$ cat src/rtl/mem_stage.sv
// Memory pipeline stage: passes ALU results to writeback and performs byte/word
// loads and stores against a variable-latency req/ack data memory.
module mem_stage #(
   parameter int ADDR_W  = 20,
   parameter int DATA_W  = 32,
   parameter int TIMEOUT = 15
) (
   input  logic              clk,
   input  logic              rst_n,
   input  logic              enable,
   input  logic [6:0]        exec_op,
   input  logic [DATA_W-1:0] exec_result,
   input  logic [4:0]        exec_dst,
   input  logic [ADDR_W-1:0] exec_addr,
   output logic              mem_req,
   output logic              mem_we,
   output logic [ADDR_W-1:0] mem_addr,
   output logic [DATA_W-1:0] mem_wdata,
   output logic [3:0]        mem_wstrb,
   input  logic [DATA_W-1:0] mem_rdata,
   input  logic              mem_ack,
   output logic              stall,
   output logic              wb_we,
   output logic [4:0]        wb_dst,
   output logic [DATA_W-1:0] wb_data,
   output logic              mem_err
);

   localparam int CNT_W = $clog2(TIMEOUT + 1);
   localparam logic [CNT_W-1:0] CNT_LAST = CNT_W'(TIMEOUT - 1);

   localparam logic [6:0] OP_ADD = 7'h00;
   localparam logic [6:0] OP_SUB = 7'h01;
   localparam logic [6:0] OP_MUL = 7'h02;
   localparam logic [6:0] OP_LDB = 7'h10;
   localparam logic [6:0] OP_LDW = 7'h11;
   localparam logic [6:0] OP_STB = 7'h12;
   localparam logic [6:0] OP_STW = 7'h13;

   typedef enum logic [0:0] {S_IDLE = 1'b0, S_WAIT = 1'b1} state_t;

   state_t              state_q, state_d;
   logic [CNT_W-1:0]    cnt_q, cnt_d;
   logic [6:0]          op_q, op_d;
   logic [4:0]          dst_q, dst_d;
   logic                mem_req_q, mem_req_d;
   logic                mem_we_q, mem_we_d;
   logic [ADDR_W-1:0]   mem_addr_q, mem_addr_d;
   logic [DATA_W-1:0]   mem_wdata_q, mem_wdata_d;
   logic [3:0]          mem_wstrb_q, mem_wstrb_d;
   logic                wb_we_q, wb_we_d;
   logic [4:0]          wb_dst_q, wb_dst_d;
   logic [DATA_W-1:0]   wb_data_q, wb_data_d;
   logic                mem_err_q, mem_err_d;

   // State and output registers
   always_ff @(posedge clk or negedge rst_n) begin
      if (!rst_n) begin
         state_q     <= S_IDLE;
         cnt_q       <= '0;
         op_q        <= 7'h00;
         dst_q       <= 5'd0;
         mem_req_q   <= 1'b0;
         mem_we_q    <= 1'b0;
         mem_addr_q  <= '0;
         mem_wdata_q <= '0;
         mem_wstrb_q <= 4'b0000;
         wb_we_q     <= 1'b0;
         wb_dst_q    <= 5'd0;
         wb_data_q   <= '0;
         mem_err_q   <= 1'b0;
      end else begin
         state_q     <= state_d;
         cnt_q       <= cnt_d;
         op_q        <= op_d;
         dst_q       <= dst_d;
         mem_req_q   <= mem_req_d;
         mem_we_q    <= mem_we_d;
         mem_addr_q  <= mem_addr_d;
         mem_wdata_q <= mem_wdata_d;
         mem_wstrb_q <= mem_wstrb_d;
         wb_we_q     <= wb_we_d;
         wb_dst_q    <= wb_dst_d;
         wb_data_q   <= wb_data_d;
         mem_err_q   <= mem_err_d;
      end
   end

   // Next-state and registered-output logic
   always_comb begin
      state_d     = state_q;
      cnt_d       = cnt_q;
      op_d        = op_q;
      dst_d       = dst_q;
      mem_req_d   = mem_req_q;
      mem_we_d    = mem_we_q;
      mem_addr_d  = mem_addr_q;
      mem_wdata_d = mem_wdata_q;
      mem_wstrb_d = mem_wstrb_q;
      wb_we_d     = 1'b0;
      wb_dst_d    = wb_dst_q;
      wb_data_d   = wb_data_q;
      mem_err_d   = mem_err_q;

      case (state_q)
         S_IDLE: begin
            if (enable) begin
               case (exec_op)
                  OP_ADD, OP_SUB, OP_MUL: begin
                     wb_we_d   = 1'b1;
                     wb_data_d = exec_result;
                     wb_dst_d  = exec_dst;
                  end
                  OP_LDB, OP_LDW: begin
                     state_d     = S_WAIT;
                     cnt_d       = '0;
                     op_d        = exec_op;
                     dst_d       = exec_dst;
                     mem_req_d   = 1'b1;
                     mem_we_d    = 1'b0;
                     mem_addr_d  = exec_addr;
                     mem_wdata_d = '0;
                     mem_wstrb_d = 4'b0000;
                  end
                  OP_STB, OP_STW: begin
                     state_d    = S_WAIT;
                     cnt_d      = '0;
                     op_d       = exec_op;
                     dst_d      = exec_dst;
                     mem_req_d  = 1'b1;
                     mem_we_d   = 1'b1;
                     mem_addr_d = exec_addr;
                     if (exec_op == OP_STB) begin
                        mem_wdata_d = {{(DATA_W-8){1'b0}}, exec_result[7:0]};
                        mem_wstrb_d = 4'b0001;
                     end else begin
                        mem_wdata_d = exec_result;
                        mem_wstrb_d = 4'b1111;
                     end
                  end
                  default: begin
                     wb_we_d = 1'b0;
                  end
               endcase
            end else begin
               wb_we_d = 1'b0;
            end
         end
         S_WAIT: begin
            // An ack on the final allowed cycle still completes the access.
            if (mem_ack) begin
               state_d     = S_IDLE;
               mem_req_d   = 1'b0;
               mem_we_d    = 1'b0;
               mem_wstrb_d = 4'b0000;
               if (op_q == OP_LDW) begin
                  wb_we_d   = 1'b1;
                  wb_dst_d  = dst_q;
                  wb_data_d = mem_rdata;
               end else if (op_q == OP_LDB) begin
                  wb_we_d   = 1'b1;
                  wb_dst_d  = dst_q;
                  wb_data_d = {{(DATA_W-8){1'b0}}, mem_rdata[7:0]};
               end else begin
                  wb_we_d = 1'b0;
               end
            end else if (cnt_q == CNT_LAST) begin
               state_d     = S_IDLE;
               mem_req_d   = 1'b0;
               mem_we_d    = 1'b0;
               mem_wstrb_d = 4'b0000;
               mem_err_d   = 1'b1;
            end else begin
               cnt_d = cnt_q + CNT_W'(1);
            end
         end
         default: begin
            state_d = S_IDLE;
         end
      endcase
   end

   assign stall     = (state_q == S_WAIT);
   assign mem_req   = mem_req_q;
   assign mem_we    = mem_we_q;
   assign mem_addr  = mem_addr_q;
   assign mem_wdata = mem_wdata_q;
   assign mem_wstrb = mem_wstrb_q;
   assign wb_we     = wb_we_q;
   assign wb_dst    = wb_dst_q;
   assign wb_data   = wb_data_q;
   assign mem_err   = mem_err_q;

endmodule

$ cat config.mk
export PLATFORM = sky130hd
export DESIGN_NAME = mem_stage
export DESIGN_NICKNAME = d
export VERILOG_FILES = /design/src/rtl/mem_stage.sv
export SDC_FILE = /design/constraint.sdc
export NUM_CORES = 1
export LEC_CHECK = 0
export ABC_AREA = 1
export ABC_CLOCK_PERIOD_IN_PS = 2800
export CELL_PAD_IN_SITES_DETAIL_PLACEMENT = 0
export CELL_PAD_IN_SITES_GLOBAL_PLACEMENT = 1
export CORE_AREA = 5 5 132 134
export DETAILED_ROUTE_END_ITERATION = 16
export DIE_AREA = 0 0 137 139
export PLACE_DENSITY = 0.85
export SKIP_LAST_GASP = 1
export SLEW_MARGIN = 20
export SYNTH_ARGS = -nofsm -noshare
export SYNTH_HDL_FRONTEND = slang
export SYNTH_SLANG_ARGS = --single-unit
$ cat constraint.sdc
create_clock -name clk -period 2.8 [get_ports clk]
set_input_delay 0.42 -clock clk [delete_from_list [all_inputs] [get_ports clk]]
set_output_delay 0.42 -clock clk [all_outputs]
set_load 0.05 [all_outputs]
==> flow_summary.json, run 1 <==
{
  "syn_avg_cell_area_um2": 7.678,
  "die_w_um": 137,
  "critical_path_peak_fanout": 4,
  "skew_ps": 6.356,
  "cts.path.max_buffers": 2,
  "wirelength_um": 16620,
  "pin_count": 198,
  "drtAntennaViolNets": 0,
  "rsz0062_at_grt": "false",
  "gr-usage-met1_pct": 23.22,
  "dp.cells": 1064,
  "vias_per_cell": 4.482,
  "grt.total_usage_pct": 17.33,
  "status": "complete, no violations",
  "grt-ovfl-total": 0,
  "drc": 0,
  "crit_chain": "clkdlybuf4s50_1",
  "numCtsBuffers": 9,
  "post-dp-hpwl_um": 11450,
  "reg2reg_depth": 6,
  "setup_viol_count_final": 0,
  "yosysSeqAreaShare_pct": 53.68,
  "wl_per_cell_um": 15.39,
  "antenna_found_initial": 1,
  "synth_area_mm2": 0.005175,
  "cp-end-kind": "primary output",
  "htree_levels": 3,
  "fp.dieH_um": 139,
  "num_vias": 4841,
  "pre_cts_ws_ps": 617.4,
  "maxCapViolations": 0,
  "port_buffers": 197,
  "leakagePower_nw": 3.972,
  "crit_slowest_cell": "clkdlybuf4s50_1",
  "max_stage_delay_ps": 850,
  "arrival_ps": 1620,
  "yosys.cell_types.count": 24,
  "cts_setup_buffers": 0,
  "cts_tree": "yes",
  "grt_pass1_vias": 4782,
  "ir_drop_v": 0.0002988,
  "path_clk_slew_ps": 80,
  "gp_congestion": 0.7950,
  "grt_pass1_wl_um": 26120,
  "yosysWarnings": 0,
  "drt_iter0_drc": 341,
  "holdCritPathClass": "in2async",
  "worstMarginPinSlew_ps": 584.8,
  "worstSetupPathType": "reg2out",
  "stdcell_count": 1080,
  "path_depth": 1,
  "grt.met3_usage_pct": 4.173,
  "cts_root_buf": "clkbuf_16",
  "cts_hold_buffers": 0,
  "top_usage_layer": "met2",
  "clock.fmax_mhz": 490.6,
  "area_growth_pct": 47.46,
  "required_ps": 2380,
  "clock_sinks": 111,
  "crit_path_start_kind": "flip-flop",
  "hold_violations": 0,
  "place_area_mm2": 0.007357,
  "crit_family": "buffers and inverters",
  "drive_above_1_share_pct": 5.000,
  "initial_core_util_pct": 32.00,
  "period_share_pct": 72.80,
  "syn-num-nets": 776,
  "fin_area_mm2": 0.007631,
  "dr.pass1.iters": 4,
  "antenna_cells": 0,
  "num_rows": 47,
  "insertion_delay_ps": 350,
  "setup_tns_ps": 0,
  "relSlewSlack_pct": 60.89,
  "grtUsageMet2_pct": 27.34,
  "power.total_mw": 4.647,
  "ys_ff_latch": 111,
  "p_per_area_mw_per_mm2": 608.9,
  "final_max_slew_viol_count": 0,
  "fin_crit_ps": 2038,
  "layout_setup_ws_ps": 761.6,
  "post_cts_resized": 0,
  "dieArea_mm2": 0.01904,
  "syn_inst": 674,
  "path_buf_inv": 1,
  "fill_cells": 1660,
  "nets": 957,
  "core_mm2": 0.01617,
  "grt_max_degree": 51
}
-- where the power goes --
group / internal, mW / switching (mW) / total (mW)
clock network: 0.609 / 0.614 / 1.22
registers: 1.81 / 0.117 / 1.92
logic: 0.537 / 0.965 / 1.50
-- cell usage after synthesis (all sizes together) --
cell type / number / area, um^2
buf: 34 / 210.2
clkbuf: 8 / 30.03
clkinv: 1 / 3.750
dfrtp: 111 / 2778
ha: 2 / 25.02
inv: 43 / 163.9
nand2: 335 / 1260
nand3: 104 / 525.5
nand4: 2 / 12.51
nor2: 18 / 77.58
o21ai: 12 / 60.05
o31ai: 1 / 7.510
or2: 2 / 12.51
xnor2: 1 / 8.760
-- flip-flops by register name, indices dropped and copies added (netlist names) --
| register | count |
|---|---|
| mem_wdata | 32 |
| mem_addr | 20 |
| wb_we | 1 |
| mem_wstrb | 2 |
| wb_data | 32 |
| wb_dst | 5 |
| op_q | 7 |
| stall | 1 |
| dst_q | 5 |
| mem_err | 1 |
| mem_req | 1 |
| cnt_q | 4 |
-- layer usage --
metal  vias to the layer above  part of all wire, %  wire length [um]
li1                       2447                    -                 -
met1                      2207                   43              7112
met2                       164                   47              7742
met3                        21                  8.4              1399
met4                         2                  2.1               352
met5                         -                0.078                13
-- path summary, 6_finish.rpt --
check,start,endpoint,slack [ps]
min in group clk,mem_addr[1]$_DFFE_PN0P_,mem_addr[1]$_DFFE_PN0P_,470
worst max register to register,stall$_DFF_PN0_,mem_wdata[26]$_DFFE_PN0P_,840
worst min-delay path,rst_n,wb_data[9]$_DFFE_PN0P_,10
max in group asynchronous,rst_n,mem_wdata[22]$_DFFE_PN0P_,1990
worst max-delay path,mem_wstrb[2]$_DFFE_PN0P_,mem_wstrb[1],760
worst min register to register,mem_addr[1]$_DFFE_PN0P_,mem_addr[1]$_DFFE_PN0P_,470
-- kinds of logic after synthesis --
logic type                 count (synthesis)  synth area share (%)
AOI/OAI and AO/OA                         13                 1.306
DFF                                      111                 53.67
and+or+nand+nor                          461                 36.48
adders and majority gates                  2                0.4835
buffers and inverters                     86                 7.882
xor gates and xnor gates                   1                0.1693
-- metrics by stage --
step | utilization, % | hold slack [ps]
6_report | 47.19 | 13.22
3_5_place_dp | 45.49 | 408.0
2_1_floorplan | - | 124.4
4_1_cts | 47.19 | 22.41
5_1_grt | 47.19 | 48.35
3_3_place_gp | 45.49 | 404.5
-- cell type report --
class / count / area, um^2 / share of cell area (%)
clock buffer: 10 / 229.0 / 3.000
clock inverter: 6 / 45.04 / 0.5903
inverter: 44 / 167.7 / 2.197
sequential: 111 / 2778 / 36.40
tap: 220 / 275.3 / 3.607
multi-input combinational: 477 / 2007 / 26.30
timing repair buffer: 212 / 2130 / 27.91
-- layout by cell type, fill, tap and decap left out, types with 2 or more instances in the layout --
cell	synthesis	final
nor2_4	1	2
ha_1	2	2
dfrtp_1	111	111
nand3_2	1	3
buf_12	0	4
nand4_1	2	2
clkinvlp_4	0	3
nor2_1	16	15
buf_4	7	13
o21ai_0	9	9
nand3_1	103	101
clkdlybuf4s50_1	0	195
o21ai_1	3	3
or2_2	2	2
nand2_1	334	334
inv_1	41	41
clkbuf_16	0	9
No activity file was read; power rests on OpenSTA's default activity.
==> run 2, diff against run 1 <==
Settings changed: ABC_CLOCK_PERIOD_IN_PS 2800 to 1800, CORE_AREA 5 5 132 134 to 5 5 142 144, DIE_AREA 0 0 137 139 to 0 0 147 149, PLACE_DENSITY 0.85 to 0.78.
Clock period 2.8 ns to 1.8 ns, I/O delays scaled along.
==> flow_summary.json, run 2 (synthesis gave the netlist of run 1 again) <==
{
  "status": "complete, no violations",
  "dp.cells": 1089,
  "grt_pass1_vias": 4858,
  "die_w_um": 147,
  "crit_chain": "clkdlybuf4s50_1",
  "antenna_found_initial": 0,
  "rsz0062_at_grt": "false",
  "vias_per_cell": 4.357,
  "insertion_delay_ps": 350,
  "pin_count": 198,
  "hold_violations": 0,
  "drt_iter0_drc": 314,
  "clock.fmax_mhz": 567.1,
  "grt_pass1_wl_um": 27050,
  "maxCapViolations": 0,
  "stdcell_count": 1106,
  "initial_core_util_pct": 27.85,
  "drive_above_1_share_pct": 14.33,
  "final_common_cell": "nand2_1",
  "path_buf_inv": 1,
  "max_stage_delay_ps": 800,
  "port_buffers": 197,
  "reg2reg_depth": 8,
  "top_usage_layer": "met2",
  "cts_tree": "yes",
  "final_max_slew_viol_count": 0,
  "fin_crit_ps": 1763,
  "crit_path_start_kind": "flip-flop",
  "gr-usage-met1_pct": 20.46,
  "p_per_area_mw_per_mm2": 960.9,
  "nets": 969,
  "critical_path_peak_fanout": 2,
  "num_rows": 50,
  "core_mm2": 0.01858,
  "dr.pass1.iters": 4,
  "leakagePower_nw": 4.422,
  "dieArea_mm2": 0.02190,
  "path_depth": 1,
  "skew_ps": 9.760,
  "htree_levels": 3,
  "path_clk_slew_ps": 80,
  "antenna_cells": 0,
  "grt.total_usage_pct": 15.42,
  "relSlewSlack_pct": 65.57,
  "numCtsBuffers": 9,
  "grt.met3_usage_pct": 4.041,
  "drc": 0,
  "fill_cells": 1968,
  "required_ps": 1530,
  "setup_viol_count_final": 0,
  "wirelength_um": 16850,
  "cts_setup_buffers": 0,
  "crit_family": "buffers and inverters",
  "post-dp-hpwl_um": 12190,
  "grt_max_degree": 52,
  "holdCritPathClass": "in2async",
  "gp_congestion": 0.7476,
  "area_growth_pct": 47.85,
  "cp-end-kind": "primary output",
  "final_cell_mix": "nand2_1, dfrtp_1, nand3_1, clkdlybuf4s50_1, buf_4",
  "grt-ovfl-total": 0,
  "period_share_pct": 97.96,
  "grtUsageMet2_pct": 24.89,
  "num_vias": 4819,
  "drtAntennaViolNets": 0,
  "worstMarginPinSlew_ps": 515.6,
  "fin_area_mm2": 0.007651,
  "place_area_mm2": 0.007311,
  "ir_drop_v": 0.0004179,
  "setup_tns_ps": 0,
  "cts_root_buf": "clkbuf_16",
  "fp.dieH_um": 149,
  "crit_slowest_cell": "clkdlybuf4s50_1",
  "wl_per_cell_um": 15.24,
  "clock_sinks": 111,
  "arrival_ps": 1490,
  "worstSetupPathType": "reg2out",
  "cts.path.max_buffers": 2
}
[run 2: cell count changes in the layout (fill, tap and decap cells not counted), moves of 2 or more]
cell / change
buf_4: +78
dlygate4sd2_1: +14
clkdlybuf4s50_1: -95
clkbuf_8: +2
dlymetal6s2s_1: +12
buf_12: +2
[run 2: layer usage]
| layer | wire length (um) | up-vias |
|---|---|---|
| met2 | 7765 | 151 |
| met1 | 7685 | 2185 |
| li1 | - | 2466 |
| met4 | 256 | 0 |
| met5 | 0 | - |
| met3 | 1142 | 17 |
[run 2: timing repair]
action	4_1_cts	5_1_grt
setup endpoints to repair	14	12
gates resized for setup	14	12
hold buffers	1	0
pin swaps	0	0
hold endpoints to repair	22	0
[run 2: report_power, final]
group	switching [mW]	internal, mW	total [mW]
combinational	1.50	0.741	2.24
sequential	0.186	2.81	3.00
clock	0.949	1.17	2.12
[run 2: final timing paths]
kind	start	to	slack [ps]
setup reg to reg	stall$_DFF_PN0_	wb_data[28]$_DFFE_PN0P_	270
min in group clk	exec_addr[8]	mem_addr[8]$_DFFE_PN0P_	450
setup / recovery	mem_wdata[19]$_DFFE_PN0P_	mem_wdata[19]	40
hold reg to reg	mem_addr[5]$_DFFE_PN0P_	mem_addr[5]$_DFFE_PN0P_	470
hold / removal	rst_n	mem_wdata[12]$_DFFE_PN0P_	380
max in group asynchronous	rst_n	mem_wdata[23]$_DFFE_PN0P_	800
[run 2: stage by stage]
step	setup slack [ps]	total power [mW]	utilization, %	hold WS [ps]
floorplan	199.8	4.389	-	-25.59
finish	36.74	7.352	41.18	379.3
CTS	0.07383	7.466	41.02	376.0
global placement	89.19	5.325	39.35	210.6
detailed placement	42.35	5.338	39.35	208.2
global route	2.003	7.733	41.18	411.4
[run 2: layout make-up]
class / instances / area (um^2) / area share [%]
tap: 234 / 292.8 / 3.827
clock buffer: 11 / 252.7 / 3.303
timing repair buffer: 224 / 2087 / 27.28
inverter: 44 / 167.7 / 2.191
clock inverter: 5 / 65.06 / 0.8504
multi-input combinational: 477 / 2007 / 26.23
sequential: 111 / 2779 / 36.32
==> run 3, diff against run 2 <==
Settings changed: CAP_MARGIN from default to 10, PLACE_DENSITY 0.78 to default, PLACE_DENSITY_LB_ADDON from default to 0.1, SKIP_CTS_REPAIR_TIMING from default to 1.
==> flow_summary.json, run 3 (synthesis gave the netlist of run 1 again) <==
{
  "status": "complete, no violations",
  "fin_crit_ps": 1727,
  "area_growth_pct": 50.63,
  "clock_sinks": 111,
  "core_mm2": 0.01858,
  "drive_above_1_share_pct": 12.16,
  "dp.cells": 1089,
  "stdcell_count": 1106,
  "drc": 0,
  "final_common_cell": "nand2_1",
  "critical_path_peak_fanout": 1,
  "final_cell_mix": "nand2_1, dfrtp_1, nand3_1, clkdlybuf4s50_1, buf_4",
  "vias_per_cell": 4.529,
  "post-dp-hpwl_um": 13040,
  "cts_root_buf": "clkbuf_16",
  "p_clk_share_pct": 26.9,
  "crit_family": "buffers and inverters",
  "p_sw_share_pct": 37.09,
  "p_per_area_mw_per_mm2": 929.6,
  "pwr-share-comb_pct": 31.7,
  "required_ps": 1530,
  "holdCritPathClass": "in2async",
  "maxCapViolations": 0,
  "wl_per_cell_um": 16.11,
  "leakagePower_nw": 4.864,
  "port_buffers": 197,
  "worstSetupPathType": "reg2out",
  "clock.fmax_mhz": 579.1,
  "drtAntennaViolNets": 0,
  "crit_slowest_cell": "clkdlybuf4s50_1",
  "rsz0062_at_grt": "false",
  "seqPwrFrac_pct": 41.4,
  "grt-ovfl-total": 0,
  "nets": 969,
  "worstMarginPinSlew_ps": 538.5,
  "antenna_found_initial": 0,
  "num_vias": 5009,
  "grt_pass1_vias": 5191,
  "cp-end-kind": "primary output",
  "reg2reg_depth": 8,
  "p_sw_mw": 2.687,
  "crit_path_start_kind": "flip-flop",
  "ir_drop_v": 0.0004712,
  "die_w_um": 147,
  "setup_viol_count_final": 0,
  "dieArea_mm2": 0.02190,
  "relSlewSlack_pct": 64.04,
  "htree_levels": 3,
  "hold_violations": 0,
  "grt.total_usage_pct": 16.08,
  "grt_pass1_wl_um": 28030,
  "path_buf_inv": 1,
  "antenna_cells": 0,
  "skew_ps": 18.00,
  "wirelength_um": 17810,
  "drt_iter0_drc": 216,
  "path_depth": 1,
  "num_rows": 50,
  "fp.dieH_um": 149,
  "pin_count": 198,
  "cts.path.max_buffers": 2,
  "gp_congestion": 0.7586,
  "insertion_delay_ps": 360,
  "final_max_slew_viol_count": 0,
  "cts_tree": "yes",
  "p_int_mw": 4.559,
  "grt_max_degree": 48,
  "setup_tns_ps": 0,
  "path_clk_slew_ps": 90,
  "initial_core_util_pct": 27.85,
  "arrival_ps": 1460,
  "crit_chain": "clkdlybuf4s50_1",
  "period_share_pct": 95.93,
  "dr.pass1.iters": 4,
  "max_stage_delay_ps": 790,
  "numCtsBuffers": 9
}
## run 3: changes by cell type in the layout (fill, tap and decap cells not counted), sizes merged
cell and delta:
clkinv -1, clkbuf -1, dlygate4sd2 -14, clkdlybuf4s50 -1, inv +3, buf -18, bufinv -1, dlymetal6s2s +33
## run 3: power by group through the flow
stage,clock network (mW),logic [mW],registers [mW]
floorplan,0,0.445,3.94
global placement,0,2.32,3.04
detailed placement,0,2.33,3.06
CTS,2.02,2.34,3.01
global route,2.12,2.44,3.04
finish,1.95,2.30,3.00
## run 3: cell type report
type                       count  area, um^2
sequential                   111        2779
clock inverter                 6       50.05
multi-input combinational    477        2007
timing repair buffer         224        2270
clock buffer                  10       229.0
fill                        1887       10790
inverter                      44       167.7
tap                          234       292.8
## run 3: final timing paths
| kind | from | endpoint | slack, ps |
|---|---|---|---|
| max | wb_we$_DFF_PN0_ | wb_we | 70 |
| min | rst_n | wb_data[17]$_DFFE_PN0P_ | 350 |
| max reg2reg | stall$_DFF_PN0_ | wb_data[30]$_DFFE_PN0P_ | 170 |
| min reg2reg | mem_addr[6]$_DFFE_PN0P_ | mem_addr[6]$_DFFE_PN0P_ | 470 |
| max in group asynchronous | rst_n | wb_data[27]$_DFFE_PN0P_ | 840 |
| min in group clk | exec_addr[13] | mem_addr[13]$_DFFE_PN0P_ | 450 |
## run 3: per-layer routing
metal  GRT usage [%]  routed length (um)  up-vias
met3           2.947                1024       17
li1                -                   -     2471
met5               0                   0        -
met2           27.40                8544      160
met4           4.567                 244        0
met1           21.03                8001     2361
## run 3: through the flow
| stage | util (%) | area, um^2 | total power, mW | hold slack [ps] | setup WS (ps) |
|---|---|---|---|---|---|
| after floorplan | - | 5175 | 4.389 | -25.59 | 199.8 |
| final | 41.95 | 7795 | 7.246 | 352.8 | 73.31 |
| after global placement | 39.79 | 7393 | 5.363 | 200.1 | 64.30 |
| after global routing | 41.95 | 7795 | 7.599 | 396.7 | 31.29 |
| after detailed placement | 39.79 | 7393 | 5.389 | 202.9 | 51.49 |
| after CTS | 41.29 | 7672 | 7.369 | -192.0 | -53.99 |
